===== src/rtl/stereo_axis_pkg.sv =====
// Shared types and helpers for the stereo AXI4-Stream frame transmitter.
// Geometry helpers are functions so each instance derives its own constants.
package stereo_axis_pkg;

  typedef enum logic [1:0] {
    IDLE  = 2'd0,
    RUN   = 2'd1,
    GAP   = 2'd2,
    DRAIN = 2'd3
  } tx_state_e;

  function automatic int beats_per_line(input int width, input int spc);
    return width / spc;
  endfunction

  function automatic int frame_beats(input int width, input int height, input int spc);
    return (width / spc) * height;
  endfunction

  // Counter width able to hold 0 .. n-1, never narrower than one bit.
  function automatic int cnt_width(input int n);
    return (n <= 2) ? 1 : $clog2(n);
  endfunction

endpackage


===== src/rtl/axis_skid_fifo2.sv =====
// Two-entry output FIFO holding {tuser, tlast, tdata}; entries never move,
// so the head stays stable until it is popped.
module axis_skid_fifo2 #(
  parameter int W = 98
) (
  input  logic         clk_i,
  input  logic         rst_i,
  input  logic         push_i,
  input  logic [W-1:0] din_i,
  input  logic         pop_i,
  output logic [W-1:0] dout_o,
  output logic [1:0]   count_o,
  output logic         empty_o,
  output logic         full_o
);

  logic [W-1:0] mem_q [2];
  logic         wr_ptr_q;
  logic         rd_ptr_q;
  logic [1:0]   count_q;
  logic [1:0]   count_d;
  logic         do_push;
  logic         do_pop;

  assign empty_o = (count_q == 2'd0);
  assign full_o  = (count_q == 2'd2);
  assign count_o = count_q;
  assign dout_o  = mem_q[rd_ptr_q];

  assign do_pop  = pop_i & ~empty_o;
  assign do_push = push_i & (~full_o | do_pop);

  always_comb begin
    count_d = count_q;
    case ({do_push, do_pop})
      2'b10:   count_d = count_q + 2'd1;
      2'b01:   count_d = count_q - 2'd1;
      default: count_d = count_q;
    endcase
  end

  always_ff @(posedge clk_i) begin
    if (rst_i) begin
      mem_q[0] <= '0;
      mem_q[1] <= '0;
      wr_ptr_q <= 1'b0;
      rd_ptr_q <= 1'b0;
      count_q  <= 2'd0;
    end else begin
      if (do_push) begin
        mem_q[wr_ptr_q] <= din_i;
        wr_ptr_q        <= ~wr_ptr_q;
      end
      if (do_pop) begin
        rd_ptr_q <= ~rd_ptr_q;
      end
      count_q <= count_d;
    end
  end

endmodule


===== src/rtl/stereo_axis_frame_tx.sv =====
// AXI4-Stream video transmitter: reads one frame-buffer word per beat and
// streams frames with tuser on the first beat and tlast at each line end.
module stereo_axis_frame_tx
  import stereo_axis_pkg::*;
#(
  parameter int WIDTH             = 3840,
  parameter int HEIGHT            = 2160,
  parameter int SAMPLES_PER_CLOCK = 4,
  parameter int DATA_WIDTH        = 8,
  parameter int AXIS_TDATA_WIDTH  = SAMPLES_PER_CLOCK * 3 * DATA_WIDTH,
  parameter int LINE_GAP          = 40,
  parameter int ADDR_WIDTH        = 21
) (
  input  logic                        aclk,
  input  logic                        areset,
  input  logic                        start,
  input  logic                        continuous,
  output logic                        busy,
  output logic                        frame_done,
  output logic                        mem_rd_en,
  output logic [ADDR_WIDTH-1:0]       mem_addr,
  input  logic [AXIS_TDATA_WIDTH-1:0] mem_rd_data,
  output logic                        m_axis_tvalid,
  output logic [AXIS_TDATA_WIDTH-1:0] m_axis_tdata,
  output logic                        m_axis_tuser,
  output logic                        m_axis_tlast,
  input  logic                        m_axis_tready
);

  localparam int BPL    = beats_per_line(WIDTH, SAMPLES_PER_CLOCK);
  localparam int COL_W  = cnt_width(BPL);
  localparam int ROW_W  = cnt_width(HEIGHT);
  localparam int GAP_W  = cnt_width((LINE_GAP > 1) ? LINE_GAP : 2);
  localparam int FIFO_W = AXIS_TDATA_WIDTH + 2;

  localparam logic [COL_W-1:0] COL_LAST = COL_W'(BPL - 1);
  localparam logic [ROW_W-1:0] ROW_LAST = ROW_W'(HEIGHT - 1);
  localparam logic [GAP_W-1:0] GAP_LOAD = GAP_W'((LINE_GAP > 1) ? LINE_GAP - 2 : 0);

  tx_state_e             state_q, state_d;
  logic [COL_W-1:0]      col_q, col_d;
  logic [ROW_W-1:0]      row_q, row_d;
  logic [ADDR_WIDTH-1:0] addr_q, addr_d;
  logic [GAP_W-1:0]      gap_cnt_q, gap_cnt_d;
  logic                  gap_armed_q, gap_armed_d;
  logic                  inflight_q;
  logic                  tag_user_q;
  logic                  tag_last_q;

  logic [FIFO_W-1:0]     fifo_head;
  logic [1:0]            fifo_count;
  logic                  fifo_empty;
  logic                  fifo_full;
  logic [2:0]            occ;
  logic                  pop;
  logic                  last_pop;
  logic                  room;
  logic                  eol;
  logic                  eof;
  logic                  gap_release;
  logic                  issue;

  axis_skid_fifo2 #(
    .W (FIFO_W)
  ) u_fifo (
    .clk_i   (aclk),
    .rst_i   (areset),
    .push_i  (inflight_q),
    .din_i   ({tag_user_q, tag_last_q, mem_rd_data}),
    .pop_i   (pop),
    .dout_o  (fifo_head),
    .count_o (fifo_count),
    .empty_o (fifo_empty),
    .full_o  (fifo_full)
  );

  assign m_axis_tvalid = ~fifo_empty;
  assign {m_axis_tuser, m_axis_tlast, m_axis_tdata} = fifo_head;

  assign pop      = ~fifo_empty & m_axis_tready;
  assign last_pop = pop & m_axis_tlast;

  // A beat leaving this cycle frees its slot for a read issued now, which is
  // what lets the stream sustain one beat per clock.
  assign occ  = {1'b0, fifo_count} + {2'b00, inflight_q} - {2'b00, pop};
  assign room = (occ < 3'd2) & (~fifo_full | pop);

  assign eol = (col_q == COL_LAST);
  assign eof = eol && (row_q == ROW_LAST);

  // The first read after a gap goes out early enough that exactly LINE_GAP
  // idle cycles separate the tlast handshake from the next tvalid.
  always_comb begin
    gap_release = 1'b0;
    if (state_q == GAP) begin
      if (gap_armed_q) begin
        gap_release = (gap_cnt_q == '0);
      end else begin
        gap_release = last_pop && (LINE_GAP == 1);
      end
    end
  end

  assign issue     = ((state_q == RUN) || gap_release) && room;
  assign mem_rd_en = issue;
  assign mem_addr  = addr_q;

  assign frame_done = (state_q == DRAIN) && fifo_empty && !inflight_q;
  assign busy       = (state_q != IDLE) && !(frame_done && !continuous);

  always_comb begin
    state_d     = state_q;
    col_d       = col_q;
    row_d       = row_q;
    addr_d      = addr_q;
    gap_cnt_d   = gap_cnt_q;
    gap_armed_d = gap_armed_q;

    case (state_q)
      IDLE: begin
        if (start) begin
          state_d = RUN;
          col_d   = '0;
          row_d   = '0;
          addr_d  = '0;
        end
      end

      RUN, GAP: begin
        if (state_q == GAP) begin
          if (!gap_armed_q && last_pop && (LINE_GAP > 1)) begin
            gap_armed_d = 1'b1;
            gap_cnt_d   = GAP_LOAD;
          end else if (gap_armed_q && (gap_cnt_q != '0)) begin
            gap_cnt_d = gap_cnt_q - GAP_W'(1);
          end
        end

        if (issue) begin
          gap_armed_d = 1'b0;
          if (eol) begin
            col_d = '0;
            if (eof) begin
              row_d   = '0;
              addr_d  = '0;
              state_d = DRAIN;
            end else begin
              row_d   = row_q + ROW_W'(1);
              addr_d  = addr_q + ADDR_WIDTH'(1);
              state_d = (LINE_GAP > 0) ? GAP : RUN;
            end
          end else begin
            col_d   = col_q + COL_W'(1);
            addr_d  = addr_q + ADDR_WIDTH'(1);
            state_d = RUN;
          end
        end
      end

      DRAIN: begin
        if (frame_done) begin
          state_d = continuous ? RUN : IDLE;
          col_d   = '0;
          row_d   = '0;
          addr_d  = '0;
        end
      end

      default: state_d = IDLE;
    endcase
  end

  always_ff @(posedge aclk) begin
    if (areset) begin
      state_q     <= IDLE;
      col_q       <= '0;
      row_q       <= '0;
      addr_q      <= '0;
      gap_cnt_q   <= '0;
      gap_armed_q <= 1'b0;
      inflight_q  <= 1'b0;
      tag_user_q  <= 1'b0;
      tag_last_q  <= 1'b0;
    end else begin
      state_q     <= state_d;
      col_q       <= col_d;
      row_q       <= row_d;
      addr_q      <= addr_d;
      gap_cnt_q   <= gap_cnt_d;
      gap_armed_q <= gap_armed_d;
      inflight_q  <= issue;
      tag_user_q  <= (addr_q == '0);
      tag_last_q  <= eol;
    end
  end

endmodule


===== config.mk =====
export PLATFORM = sky130hd
export DESIGN_NAME = stereo_axis_frame_tx
export DESIGN_NICKNAME = d
export VERILOG_FILES = /design/src/rtl/stereo_axis_pkg.sv /design/src/rtl/axis_skid_fifo2.sv /design/src/rtl/stereo_axis_frame_tx.sv
export SDC_FILE = /design/constraint.sdc
export NUM_CORES = 1
export LEC_CHECK = 0
export CORE_UTILIZATION = 47
export CTS_CLUSTER_SIZE = 12
export DETAILED_ROUTE_END_ITERATION = 12
export PLACE_DENSITY = 0.77
export SLEW_MARGIN = 20
export SYNTH_ARGS = -nofsm -noshare
export SYNTH_HDL_FRONTEND = slang
export SYNTH_SLANG_ARGS = --single-unit

===== constraint.sdc =====
create_clock -name aclk -period 10.8 [get_ports aclk]
set_clock_uncertainty 0.05 [all_clocks]
set_input_delay 2.7 -clock aclk [delete_from_list [all_inputs] [get_ports aclk]]
set_output_delay 2.7 -clock aclk [all_outputs]
set_load 0.05 [all_outputs]

# Word-level counts from Yosys, hierarchy flattened

Memories as Yosys holds them, arrays and structs flattened. A register that Yosys moved wholly into a read port is not among the register bits.
Cells that the tools add are included.
W data, S select, Z words.

Bits in registers: 59
Latch bits: 0
Memory bits (writable): 196
ROM bits: 0
Output and inout bits: 123
Memories: 1

Memory list:

| memory       | words | width | read ports | clocked after Yosys merged registers in | write ports | RTL line              | source |
|---|---|---|---|---|---|---|---|
| u_fifo.mem_q | 2     | 98    | 1          | 1                                       | 2           | axis_skid_fifo2.sv:17 | `logic [W-1:0] mem_q [2];` |

Add/sub/neg operators: 8
Multipliers: 0
Divide/modulo/power cells: 0
$lt $le $gt $ge: 1
Equality and inequality tests: 12
Shifts and indexed selects: 0
Mux-type cells: 42
Bitwise gates (word level): 11
Reductions and logical operators: 29

Operator list:

| cell                    | count |
|---|---|
| $mux W21                | 5 |
| $mux W98                | 1 |
| $reduce_or A98 Y1       | 1 |
| $pmux W21 S3            | 1 |
| $mux W12                | 5 |
| $mux W10                | 4 |
| $pmux W12 S3            | 1 |
| $pmux W10 S3            | 1 |
| $add A21 B1 Y21 const B | 1 |
| $logic_not A21 Y1       | 1 |
| $mux W1                 | 16 |
| $add A12 B1 Y12 const B | 1 |
| $eq A12 B12 Y1 const B  | 1 |
| $mux W6                 | 2 |
| $add A10 B1 Y10 const B | 1 |
| $eq A10 B10 Y1 const B  | 1 |
| $reduce_bool A2 Y1      | 5 |
| $reduce_and A3 Y1       | 3 |
| $eq A2 B2 Y1 const B    | 4 |
| $logic_and A1 B1 Y1     | 8 |
| $mux W2                 | 4 |
| $ne A2 B2 Y1 const B    | 4 |
| $logic_not A6 Y1        | 1 |
| $pmux W2 S3             | 1 |
| other kinds (17)        | 30 |

# Depth between registers and ports, before layout

Gate-level depths: netlist (run 1).

Word-level depth: 11
Mapped depth: 13
Mapped depth without buffers: 11

# Hierarchy

From an unflattened synthesis (run 1), not the netlist that was laid out.

Cell total of the unflattened synthesis: 962
Area total of the unflattened synthesis: 11962.7 µm²

By module, submodules not included:

| module               | instances | cells an instance | area each (µm²) | sequential area each (µm²) |
|---|---|---|---|---|
| axis_skid_fifo2      | 1         | 549               | 8655.8          | 5985.7 |
| stereo_axis_frame_tx | 1         | 413               | 3306.9          | 1101.1 |

# Worst setup path before layout (run 1)

No wires, ideal clock.

Path type: input to register
Start point: input port m_axis_tready
End point: memory u_fifo.mem_q[0][0], enable pin
Library setup time: 690 ps
Data arrival time: 9815 ps
Data required time: 10060 ps
Path slack: 245 ps
Stages: 4
Buffers on the path: 0
Path through: nor2_1 > nand2_1 > nand2_1 > o21ai_0

RTL lines:

| element     | RTL line                   | source |
|---|---|---|
| from (decl) | stereo_axis_frame_tx.sv:27 | `input logic m_axis_tready` |
| to (decl)   | axis_skid_fifo2.sv:17      |  |

# Worst setup path after layout (run 1)

Start point: input port m_axis_tready
End point: output port mem_rd_en

Longest elaborated chain between the ends: 5
Elaborated cells between the ends (all ways): 6
Those cells by class: 1 x add/sub; 1 x order compare; 3 x bitwise; 1 x reduce/logical

Ends and longest elaborated chain:

| element                 | RTL line                    | source |
|---|---|---|
| $and A1 B1 Y1 (*)       | stereo_axis_frame_tx.sv:80  | `assign pop = ~fifo_empty & m_axis_tready;` |
| $sub A3 B1 Y3           | stereo_axis_frame_tx.sv:85  | `assign occ = {1'b0, fifo_count} + {2'b00, inflight_q} - {2'b00, pop};` |
| $lt A3 B2 Y1            | stereo_axis_frame_tx.sv:86  | `assign room = (occ < 3'd2) & (~fifo_full \| pop);` |
| $and A1 B1 Y1 (*)       | stereo_axis_frame_tx.sv:86  |  |
| $logic_and A1 B1 Y1 (*) | stereo_axis_frame_tx.sv:104 | `assign issue = ((state_q == RUN) \|\| gap_release) && room;` |
| to (decl)               | stereo_axis_frame_tx.sv:20  | `output logic mem_rd_en,` |

Mark *: on every way between the ends. The rest lies on a longest branch, timed or not.

==> results of run 1 <==
-- layout by cell type (no fill, tap or decap), types with 12 or more instances in the layout --
| cell | count |
|---|---|
| o21ai_0 | 22 |
| nand3_1 | 22 |
| ha_1 | 13 |
| and2_1 | 202 |
| clkdlybuf4s50_1 | 223 |
| a21oi_1 | 24 |
| clkbuf_1 | 12 |
| edfxtp_1 | 196 |
| nand2_1 | 36 |
| nor2_1 | 32 |
| inv_1 | 23 |
| dfxtp_1 | 59 |
| nor4_1 | 12 |
| nand4_1 | 15 |
| clkbuf_16 | 28 |
| mux2_2 | 97 |
-- metal layers --
| metal | track usage | part of all wire | vias to the layer above |
|---|---|---|---|
| met4 | 0.0524 | 0.018 | 0 |
| met3 | 0.0349 | 0.070 | 33 |
| li1 | - | - | 3815 |
| met2 | 0.349 | 0.49 | 264 |
| met5 | 0 | 0 | - |
| met1 | 0.282 | 0.42 | 3936 |
-- sequential cells by signal, indices dropped and copies added, names as in the netlist, named ones only --
signal           count
col_q               10
u_fifo.mem_q       196
inflight_q           1
tag_user_q           1
tag_last_q           1
u_fifo.count_o       2
u_fifo.rd_ptr_q      1
u_fifo.wr_ptr_q      1
mem_addr            21
state_q              2
row_q               12
gap_armed_q          1
gap_cnt_q            6
-- synth_stat cells (4+ instances only) --
cell / number / area, um^2
nor2_1: 32 / 120
buf_2: 4 / 20.0
inv_1: 23 / 86.3
buf_6: 4 / 45.0
o21ai_0: 23 / 115
or2_2: 5 / 31.3
and2_1: 202 / 1260
edfxtp_1: 196 / 5890
or4_1: 8 / 60.1
and3_1: 8 / 50.1
xnor2_1: 9 / 78.8
nand2b_1: 4 / 25.0
clkbuf_1: 36 / 135
nor3_1: 10 / 50.1
nand2_1: 36 / 135
a22o_1: 5 / 43.8
a211oi_1: 4 / 30.0
dfxtp_1: 60 / 1200
nor4_1: 12 / 75.1
ha_1: 13 / 163
xor2_1: 8 / 70.1
a21oi_1: 24 / 120
nand3_1: 22 / 110
nand4_1: 15 / 93.8
mux2i_1: 7 / 70.1
a21o_1: 7 / 52.6
mux2_2: 97 / 1090
-- power by group through the flow --
stage | Combinational (mW) | Clock (mW) | Sequential (mW)
after CTS | 1.23 | 0.931 | 1.26
after global routing | 1.27 | 0.977 | 1.27
after floorplan | 0.858 | 0 | 1.27
after global placement | 1.21 | 0 | 1.27
after detailed placement | 1.22 | 0 | 1.28
final | 1.22 | 0.914 | 1.26
-- path summary, 6_finish.rpt --
| check | startpoint | endpoint | slack (ns) | depth (start not counted) |
|---|---|---|---|---|
| worst min register to register | col_q[1] | col_q[1] | 0.44 | 2 |
| worst max-delay path | m_axis_tready | mem_rd_en | 2.09 | 11 |
| worst max register to register | u_fifo.count_o[1] | row_q[3] | 6.96 | 10 |
| worst min-delay path | col_q[1] | col_q[1] | 0.44 | 2 |
-- cell families (layout without fill, tap and decap cells) --
group,count (synthesis),after routing
compound gates,97,97
other cells,0,1
fa+ha+maj,14,14
simple gates,378,378
mux,104,104
flops,256,256
buf+inv,73,306
xor+xnor,17,17
-- cell type report --
class	instances	area (um^2)
flip-flops and latches	256	7090
repair buffers	233	2310
clock buffers	47	833
well taps	324	405
diodes	1	2.50
multi-input cells	610	4420
clock inverters	3	43.8
fillers	1910	9270
inverters	23	86.3
-- per-stage QoR --
stage                     setup slack [ns]  instance area, um^2  utilization  hold slack, ns
after detailed placement              2.09                14300        0.585           0.431
after CTS                             2.07                15200        0.621           0.439
after global placement                2.20                14300        0.585           0.404
after global routing                  1.84                15200        0.621           0.468
final                                 2.09                15200        0.621           0.436
after floorplan                      0.245                11800            -           0.395
-- worst min-delay path, stage by stage (launching register included) --
cell	delay, ns
dfxtp_1	0.32
nand2_1	0.06
a21oi_1	0.06
==> impl_summary.txt, run 1 <==
----------------------------------------------------
[Route]
  Final routed DRC violation total ... 0
  Ratio of routed vias to standard cells ... 5.38
  Antenna Nets Post-Route ... 0
  Initial drt markers ... 616
  Final routed wirelength across all metal layers ... 27100 um
  DR pass1 iterations ... 5
  Routed WL per cell ... 18.1 um
  Vias after detailed routing ... 8048

[Placed design]
  # placed instances ... 1446
  Post-DP HPWL ... 17100 um
  Final weighted congestion of routability-driven global placement ... 0.863
  Port Buffers ... 223

[Floorplan]
  Core outline area ... 24500 um^2
  Die width ... 160 um
  I/O pin total ... 224
  Site row count ... 57
  Die ar. ... 25700 um^2
  Die boundary height ... 160 um
  Effective utilization at floorplan ... 0.482

[CTS]
  Later-pin clock latency in the skew report ... 0.53 ns
  Setup Buffers After CTS ... 0
  Clk slew on worst S/H paths ... 0.06 ns
  CTS tree ... yes
  Hold buffer count at CTS ... 0
  Number of gates resized after CTS ... 0
  Max clock buf depth ... 3
  Root buffer selected by CTS ... clkbuf_16
  Total clock sinks ... 256
  Depth of the CTS H-tree ... 1
  Num CTS Buffers ... 27

[Power]
  Power after layout ... 3.39 mW
  Fraction of power consumed by combinational cells ... 0.359
  Seq pwr share ... 0.371
  P_int ... 2.18 mW
  Clock network power share ... 0.270
  Net Sw Frac ... 0.358
  Static leakage power ... 5.53 nW
  Power per cell area ... 223 nW/um^2
  Net switching power figure ... 1.21 mW
  Peak ir drop on the vdd network ... 0.166 mV

[STA]
  Slew Limit Headroom ... 0.371
  Transition time at the pin with the least slew margin ... 0.931 ns
  Final count of negative-setup-slack endpoints ... 0
  Max-slew violation count ... 0
  Crit share post-route ... 0.806
  Post-layout minimum cycle time ... 8.71 ns
  Final Hold Fails ... 0
  Highest clock rate ... 115 MHz
  RSZ-0062 raised after global routing ... false
  Summed negative setup slack over all endpoints ... 0 ns

[Layout]
  Layout cells sized above 1 ... 0.143
  Net total in the final layout ... 1266
  Finished Layout Cells ... 1497
  Area grow syn2layout ... 28.7%

[Worst setup path]
  Largest delay contributor family on the critical path ... buffers and inverters
  Critical Setup Path Class ... input port to output port
  Crit path arrival time ... 5.96 ns
  Sequence of cells on the critical path ... clkdlybuf4s50_1 > o21ai_0 > inv_1 > ha_1 > nand2b_1 > fa_1 > or2_2 > a21boi_0 > nand2_1 > inv_1 > clkdlybuf4s50_1
  Kind of end point of the critical path ... output port
  Largest driver fanout on the critical path ... 4
  Critical Path Slowest Stage Cell ... clkdlybuf4s50_1
  Largest stage delay on the critical path ... 0.82 ns
  Required time of the critical path ... 8.05 ns
  Number of buffer and inverter stages on the critical path ... 4
  Kind of start point of the critical path ... input port

[Min path]
  Hold Crit Class ... register to register

[Yosys]
  Syn avg cell area ... 12.6 um^2
  Area share of fa/ha/maj cells after synthesis ... 0.0155
  Synth cell types ... 64
  Number of flops mapped to enable cells by yosys ... 196
  Proportion of synthesized area in mux cells ... 0.0985
  Synth async-reset ratio ... 0
  Net count of the mapped netlist ... 1054
  Share of the synthesized area in compound gates (AO/OA/AOI/OAI) ... 0.0553
  Dominant combinational cell family by area after synthesis ... simple AND/OR/NAND/NOR gates
  Simple logic cell fraction of the synthesized area ... 0.190
  Yosys warning count ... 0
  Post-synthesis instance area ... 11800 um^2
  Number of storage elements in the synthesis netlist ... 256
  Post-synth top flop ... edfxtp_1
  Cells after Synth ... 939
  Xor/xnor share of the synthesized area ... 0.0126
  Part of the Yosys area used for sequential elements ... 0.601

[Global route]
  Overflow left after global routing ... 0
  Via count of the first global-routing pass ... 7919
  Initial antenna violation count ... 0
  Largest net degree at the start of global routing ... 100
  Wire length of the first global-routing pass ... 42800 um
  Total routing usage reported by global routing ... 0.208

[Outcome]
  Result of the run ... finished clean

[Job]
  MaxCap Viol Count ... 0

----------------------------------------------------
Power figures use the tool's default switching activity.
==> run 2: changes to the inputs <==
==> constraint.sdc (replaced) <==
create_clock -name aclk -period 7.4 [get_ports aclk]
set_clock_uncertainty 0.05 [all_clocks]
set_input_delay 1.85 -clock aclk [delete_from_list [all_inputs] [get_ports aclk]]
set_output_delay 1.85 -clock aclk [all_outputs]
set_load 0.05 [all_outputs]
==> run 2 against run 1 <==
Compared with the run above: register-to-register slack got worse by 3.3 ns; critical path depth stayed put; clock-buffer cell count shrank 7; sequential share of layout area barely moved; clock power grew 41%; worst setup slack got worse by 1.1 ns; non-clock buffer count unchanged; routed wire length shrank 2.5%; critical path type unchanged; critical endpoint unchanged.
==> impl_summary.txt, run 2 (synthesized netlist as in run 1, its figures left out) <==
----------------------------------------------------
[Job]
  MaxCap Viol Count ... 0

[Route]
  Antenna Nets Post-Route ... 0
  Routed WL per cell ... 17.7 um
  DR pass1 iterations ... 5
  Final routed wirelength across all metal layers ... 26500 um
  Ratio of routed vias to standard cells ... 5.37
  Final routed DRC violation total ... 0
  Vias after detailed routing ... 8052
  Initial drt markers ... 458

[Layout]
  Largest register FFs ... 196
  Area grow syn2layout ... 28.6%
  Leading cell types in the layout, fill and taps excluded ... clkdlybuf4s50_1, and2_1, edfxtp_1, mux2_2, dfxtp_1
  Register bank with the most flops ... u_fifo.mem_q
  Layout cells sized above 1 ... 0.146
  Fin area ... 15200 um^2
  Net total in the final layout ... 1267
  Most frequent standard cell in the layout excluding fill and tap cells ... clkdlybuf4s50_1
  Fill cell total of the finished layout ... 1914

[Placed design]
  Area after DPL ... 14300 um^2
  Final weighted congestion of routability-driven global placement ... 0.837
  Post-DP HPWL ... 16900 um
  Port Buffers ... 223

[STA]
  Final count of negative-setup-slack endpoints ... 0
  Slew Limit Headroom ... 0.325
  RSZ-0062 raised after global routing ... false
  Max-slew violation count ... 0
  Post-layout minimum cycle time ... 6.45 ns
  Summed negative setup slack over all endpoints ... 0 ns
  Crit share post-route ... 0.872
  Transition time at the pin with the least slew margin ... 1.01 ns
  Highest clock rate ... 155 MHz
  Final Hold Fails ... 0

[Power]
  Power per cell area ... 323 nW/um^2
  Peak ir drop on the vdd network ... 0.203 mV
  Static leakage power ... 5.53 nW
  Power after layout ... 4.90 mW

[Worst setup path]
  Required time of the critical path ... 5.50 ns
  Largest delay contributor family on the critical path ... buffers and inverters
  Startpoint of the worst register-to-register path ... u_fifo.count_o[1]
  Most prevalent standard cell on the critical path ... inv_1
  Crit path arrival time ... 4.55 ns
  Launching instance or port of the critical path ... m_axis_tready
  Largest driver fanout on the critical path ... 4
  Critical Path Slowest Stage Cell ... clkdlybuf4s50_1
  Sequence of cells on the critical path ... clkdlybuf4s50_1 > o21ai_0 > inv_1 > ha_1 > nand2b_1 > fa_1 > or2_2 > a21boi_0 > nand2_1 > inv_1 > buf_4
  Kind of start point of the critical path ... input port
  Largest stage delay on the critical path ... 0.50 ns
  Number of buffer and inverter stages on the critical path ... 4
  Critical Setup Path Class ... input port to output port
  Kind of end point of the critical path ... output port

[CTS]
  Later-pin clock latency in the skew report ... 0.53 ns
  Clk slew on worst S/H paths ... 0.06 ns
  Setup Buffers After CTS ... 0
  Num CTS Buffers ... 28
  Total clock sinks ... 256
  Number of gates resized after CTS ... 0
  Hold buffer count at CTS ... 0
  Depth of the CTS H-tree ... 1
  Max clock buf depth ... 3
  Root buffer selected by CTS ... clkbuf_16
  CTS tree ... yes

[Floorplan]
  Site row count ... 57
  I/O pin total ... 224
  Core outline area ... 24500 um^2
  Die boundary height ... 160 um
  Effective utilization at floorplan ... 0.482
  Die ar. ... 25700 um^2
  Die width ... 160 um

[Min path]
  Hold Crit Class ... register to register
  Worst hold path startpoint ... gap_cnt_q[0]

[Global route]
  Overflow left after global routing ... 0
  Initial antenna violation count ... 2
  Wire length of the first global-routing pass ... 41900 um
  Via count of the first global-routing pass ... 7788
  Total routing usage reported by global routing ... 0.202
  Largest net degree at the start of global routing ... 99

[Outcome]
  Result of the run ... finished clean

----------------------------------------------------
==> run 2: cell types whose count changed in the layout (fill, tap and decap cells not counted), sizes merged <==
cell           delta
clkbuf            -7
diode             +1
clkinv            +8
clkdlybuf4s50     -1
buf               +1
==> run 2: layout make-up <==
| cell class | instances | area (um^2) | area share |
|---|---|---|---|
| multi-input cells | 610 | 4420 | 0.291 |
| well taps | 324 | 405 | 0.0267 |
| flip-flops and latches | 256 | 7090 | 0.467 |
| diodes | 2 | 5.00 | 0.000330 |
| clock buffers | 40 | 771 | 0.0508 |
| clock inverters | 11 | 82.6 | 0.00544 |
| inverters | 23 | 86.3 | 0.00569 |
| repair buffers | 233 | 2320 | 0.153 |
==> run 2: path summary, 6_finish.rpt <==
| kind | end | slack (ns) | depth (start not counted) |
|---|---|---|---|
| worst min register to register | gap_cnt_q[0] | 0.42 | 2 |
| worst max register to register | row_q[3] | 3.63 | 10 |
| worst min-delay path | gap_cnt_q[0] | 0.42 | 2 |
| worst max-delay path | mem_rd_en | 0.95 | 11 |
==> run 2: through the flow <==
| step | worst slack [ns] | util | hold WS (ns) | instances |
|---|---|---|---|---|
| after detailed placement | 1.03 | 0.585 | 0.415 | 1446 |
| after global placement | 1.10 | 0.585 | 0.405 | 1446 |
| after CTS | 1.00 | 0.620 | 0.423 | 1497 |
| after global routing | 0.829 | 0.620 | 0.445 | 1498 |
| after floorplan | 0.341 | - | 0.395 | 939 |
| final | 0.950 | 0.620 | 0.422 | 1499 |
==> run 2: worst reg2reg max path, stage by stage, from the launching register on <==
cell and delay [ns]:
dfxtp_1 0.41, o21ai_0 0.44, inv_1 0.12, ha_1 0.28, nand2b_1 0.15, fa_1 0.41
o21a_1 0.20, a21o_1 0.27, nor3_4 0.70, nand3_1 0.33, o31ai_1 0.31
==> run 2: per-layer routing <==
metal | GRT usage | share of wire
met1 | 0.269 | 0.42
met2 | 0.348 | 0.50
met3 | 0.0318 | 0.069
met4 | 0.0463 | 0.013
met5 | 0 | 0.00034
==> run 2: power by group <==
group / switching (mW) / leakage, nW / internal [mW] / total (mW)
clock: 0.537 / 0.428 / 0.757 / 1.29
combinational: 1.12 / 2.58 / 0.633 / 1.76
sequential: 0.101 / 2.52 / 1.75 / 1.85
total: 1.76 / 5.53 / 3.14 / 4.90
==> run 3: changes to the inputs <==
--- a/config.mk
+++ b/config.mk
@@ -9,6 +9,7 @@
 export CTS_CLUSTER_SIZE = 12
 export DETAILED_ROUTE_END_ITERATION = 12
 export PLACE_DENSITY = 0.77
+export SETUP_SLACK_MARGIN = 0.05
 export SLEW_MARGIN = 20
 export SYNTH_ARGS = -nofsm -noshare
 export SYNTH_HDL_FRONTEND = slang
==> constraint.sdc (replaced) <==
create_clock -name aclk -period 7.4 [get_ports aclk]
set_clock_uncertainty 0.05 [all_clocks]
set_input_delay 0.74 -clock aclk [delete_from_list [all_inputs] [get_ports aclk]]
set_output_delay 0.74 -clock aclk [all_outputs]
set_load 0.05 [all_outputs]
==> run 3 against run 2 <==
Compared with the run above: utilization fell by 0.29 points; worst setup slack better by 1.6 ns; first-iteration DRC count grew 14%; flip-flop and latch count is the same; sequential power about the same; non-clock buffer count did not move; cell area decreased by 0.46%; clock-buffer cell count decreased by 5; maximum frequency rose by 33%; sequential share of layout area grew 0.22 points; die area unchanged; critical endpoint unchanged.
==> impl_summary.txt, run 3 (synthesized netlist as in run 1, its figures left out) <==
----------------------------------------------------
[Outcome]
  Result of the run ... finished clean

[Placed design]
  Final weighted congestion of routability-driven global placement ... 0.859
  Port Buffers ... 223
  Post-DP HPWL ... 16800 um

[Route]
  Vias after detailed routing ... 7999
  Final routed DRC violation total ... 0
  Routed WL per cell ... 17.6 um
  Initial drt markers ... 521
  Antenna Nets Post-Route ... 0
  Ratio of routed vias to standard cells ... 5.36
  Final routed wirelength across all metal layers ... 26300 um
  DR pass1 iterations ... 5

[CTS]
  Hold buffer count at CTS ... 0
  Depth of the CTS H-tree ... 1
  Later-pin clock latency in the skew report ... 0.53 ns
  Root buffer selected by CTS ... clkbuf_16
  CTS tree ... yes
  Setup Buffers After CTS ... 0
  Clk slew on worst S/H paths ... 0.06 ns
  Num CTS Buffers ... 27
  Number of gates resized after CTS ... 0
  Total clock sinks ... 256
  Max clock buf depth ... 3

[Layout]
  Layout cells sized above 1 ... 0.139
  Area grow syn2layout ... 28.0%
  Most frequent standard cell in the layout excluding fill and tap cells ... clkdlybuf4s50_1
  Register bank with the most flops ... u_fifo.mem_q
  Largest register FFs ... 196
  Net total in the final layout ... 1266
  Fill cell total of the finished layout ... 1904
  Final design utilization ... 0.618
  Leading cell types in the layout, fill and taps excluded ... clkdlybuf4s50_1, and2_1, edfxtp_1, mux2_2, dfxtp_1

[Power]
  Peak ir drop on the vdd network ... 0.182 mV
  Static leakage power ... 5.49 nW
  Power per cell area ... 319 nW/um^2

[Worst setup path]
  Required time of the critical path ... 6.61 ns
  Kind of end point of the critical path ... output port
  Crit path arrival time ... 4.06 ns
  Kind of start point of the critical path ... input port
  Largest driver fanout on the critical path ... 4
  Critical Setup Path Class ... input port to output port

[Floorplan]
  Effective utilization at floorplan ... 0.482
  Site row count ... 57
  Core outline area ... 24500 um^2
  Die boundary height ... 160 um
  Die width ... 160 um
  I/O pin total ... 224
  Die ar. ... 25700 um^2

[Global route]
  Wire length of the first global-routing pass ... 41400 um
  Overflow left after global routing ... 0
  Via count of the first global-routing pass ... 7878
  Largest net degree at the start of global routing ... 100
  Met1 GRT Util ... 0.263
  Met3 GRT Util ... 0.0307
  GRT Max-Usage Layer ... met2
  Total routing usage reported by global routing ... 0.200
  M2 GR Usage ... 0.347
  Initial antenna violation count ... 1

[STA]
  Final Hold Fails ... 0
  Crit share post-route ... 0.655
  RSZ-0062 raised after global routing ... false
  Hold WS ... 0.423 ns
  Highest clock rate ... 206 MHz
  Final count of negative-setup-slack endpoints ... 0
  Summed negative setup slack over all endpoints ... 0 ns
  Slew Limit Headroom ... 0.371
  Transition time at the pin with the least slew margin ... 0.944 ns
  Post-layout minimum cycle time ... 4.85 ns
  Max-slew violation count ... 0

[Min path]
  Hold Crit Class ... register to register

[Job]
  MaxCap Viol Count ... 0

----------------------------------------------------
## run 3: changes by cell type in the layout (fill, tap and decap cells not counted), sizes merged
cell,delta
clkdlybuf4s50,+1
inv,+1
bufinv,-1
buf,-1
clkbuf,-5
clkinv,-2
## run 3: where the power goes
group	switching (mW)	internal, mW
combinational	1.14	0.636
clock	0.527	0.678
sequential	0.0804	1.75
## run 3: worst max-delay path, stage by stage
cell and delay, ns:
clkdlybuf4s50_1 0.51, o21ai_0 0.21, inv_1 0.15, ha_1 0.23, nand2b_1 0.15, fa_1 0.41, or2_2 0.28, a21boi_0 0.25
nand2_1 0.14, inv_1 0.15, clkdlybuf4s50_1 0.83
## run 3: layout make-up
type / count / area [um^2] / area share
Sequential cell: 256 / 7090 / 0.469
Multi-Input combinational cell: 610 / 4420 / 0.293
Timing Repair Buffer: 233 / 2330 / 0.154
Clock buffer: 35 / 716 / 0.0474
Tap cell: 324 / 405 / 0.0268
Inverter: 23 / 86.3 / 0.00571
Clock inverter: 9 / 57.6 / 0.00381
Antenna cell: 2 / 5.00 / 0.000331
## run 3: path summary, 6_finish.rpt
path	from	endpoint	slack, ns	cells after the start
setup reg to reg	u_fifo.count_o[1]	row_q[3]	3.63	10
hold reg to reg	col_q[1]	col_q[1]	0.42	2
hold / removal	col_q[1]	col_q[1]	0.42	2
setup / recovery	m_axis_tready	mem_rd_en	2.55	11
## run 3: stage by stage
step	total power, mW	std cells	instance area [um^2]	setup WS, ns
floorplan	3.09	939	11800	1.45
finish	4.82	1492	15100	2.55
global placement	3.62	1445	14300	2.70
CTS	4.85	1489	15100	2.54
detailed placement	3.64	1445	14300	2.57
global route	5.00	1491	15100	2.32
## run 3: routing by layer
layer	wire (um)	up-vias	part of all wire
met3	1650	37	0.063
li1	-	3821	-
met4	529	0	0.020
met5	0	-	0
met1	11300	3878	0.43
met2	12800	263	0.49
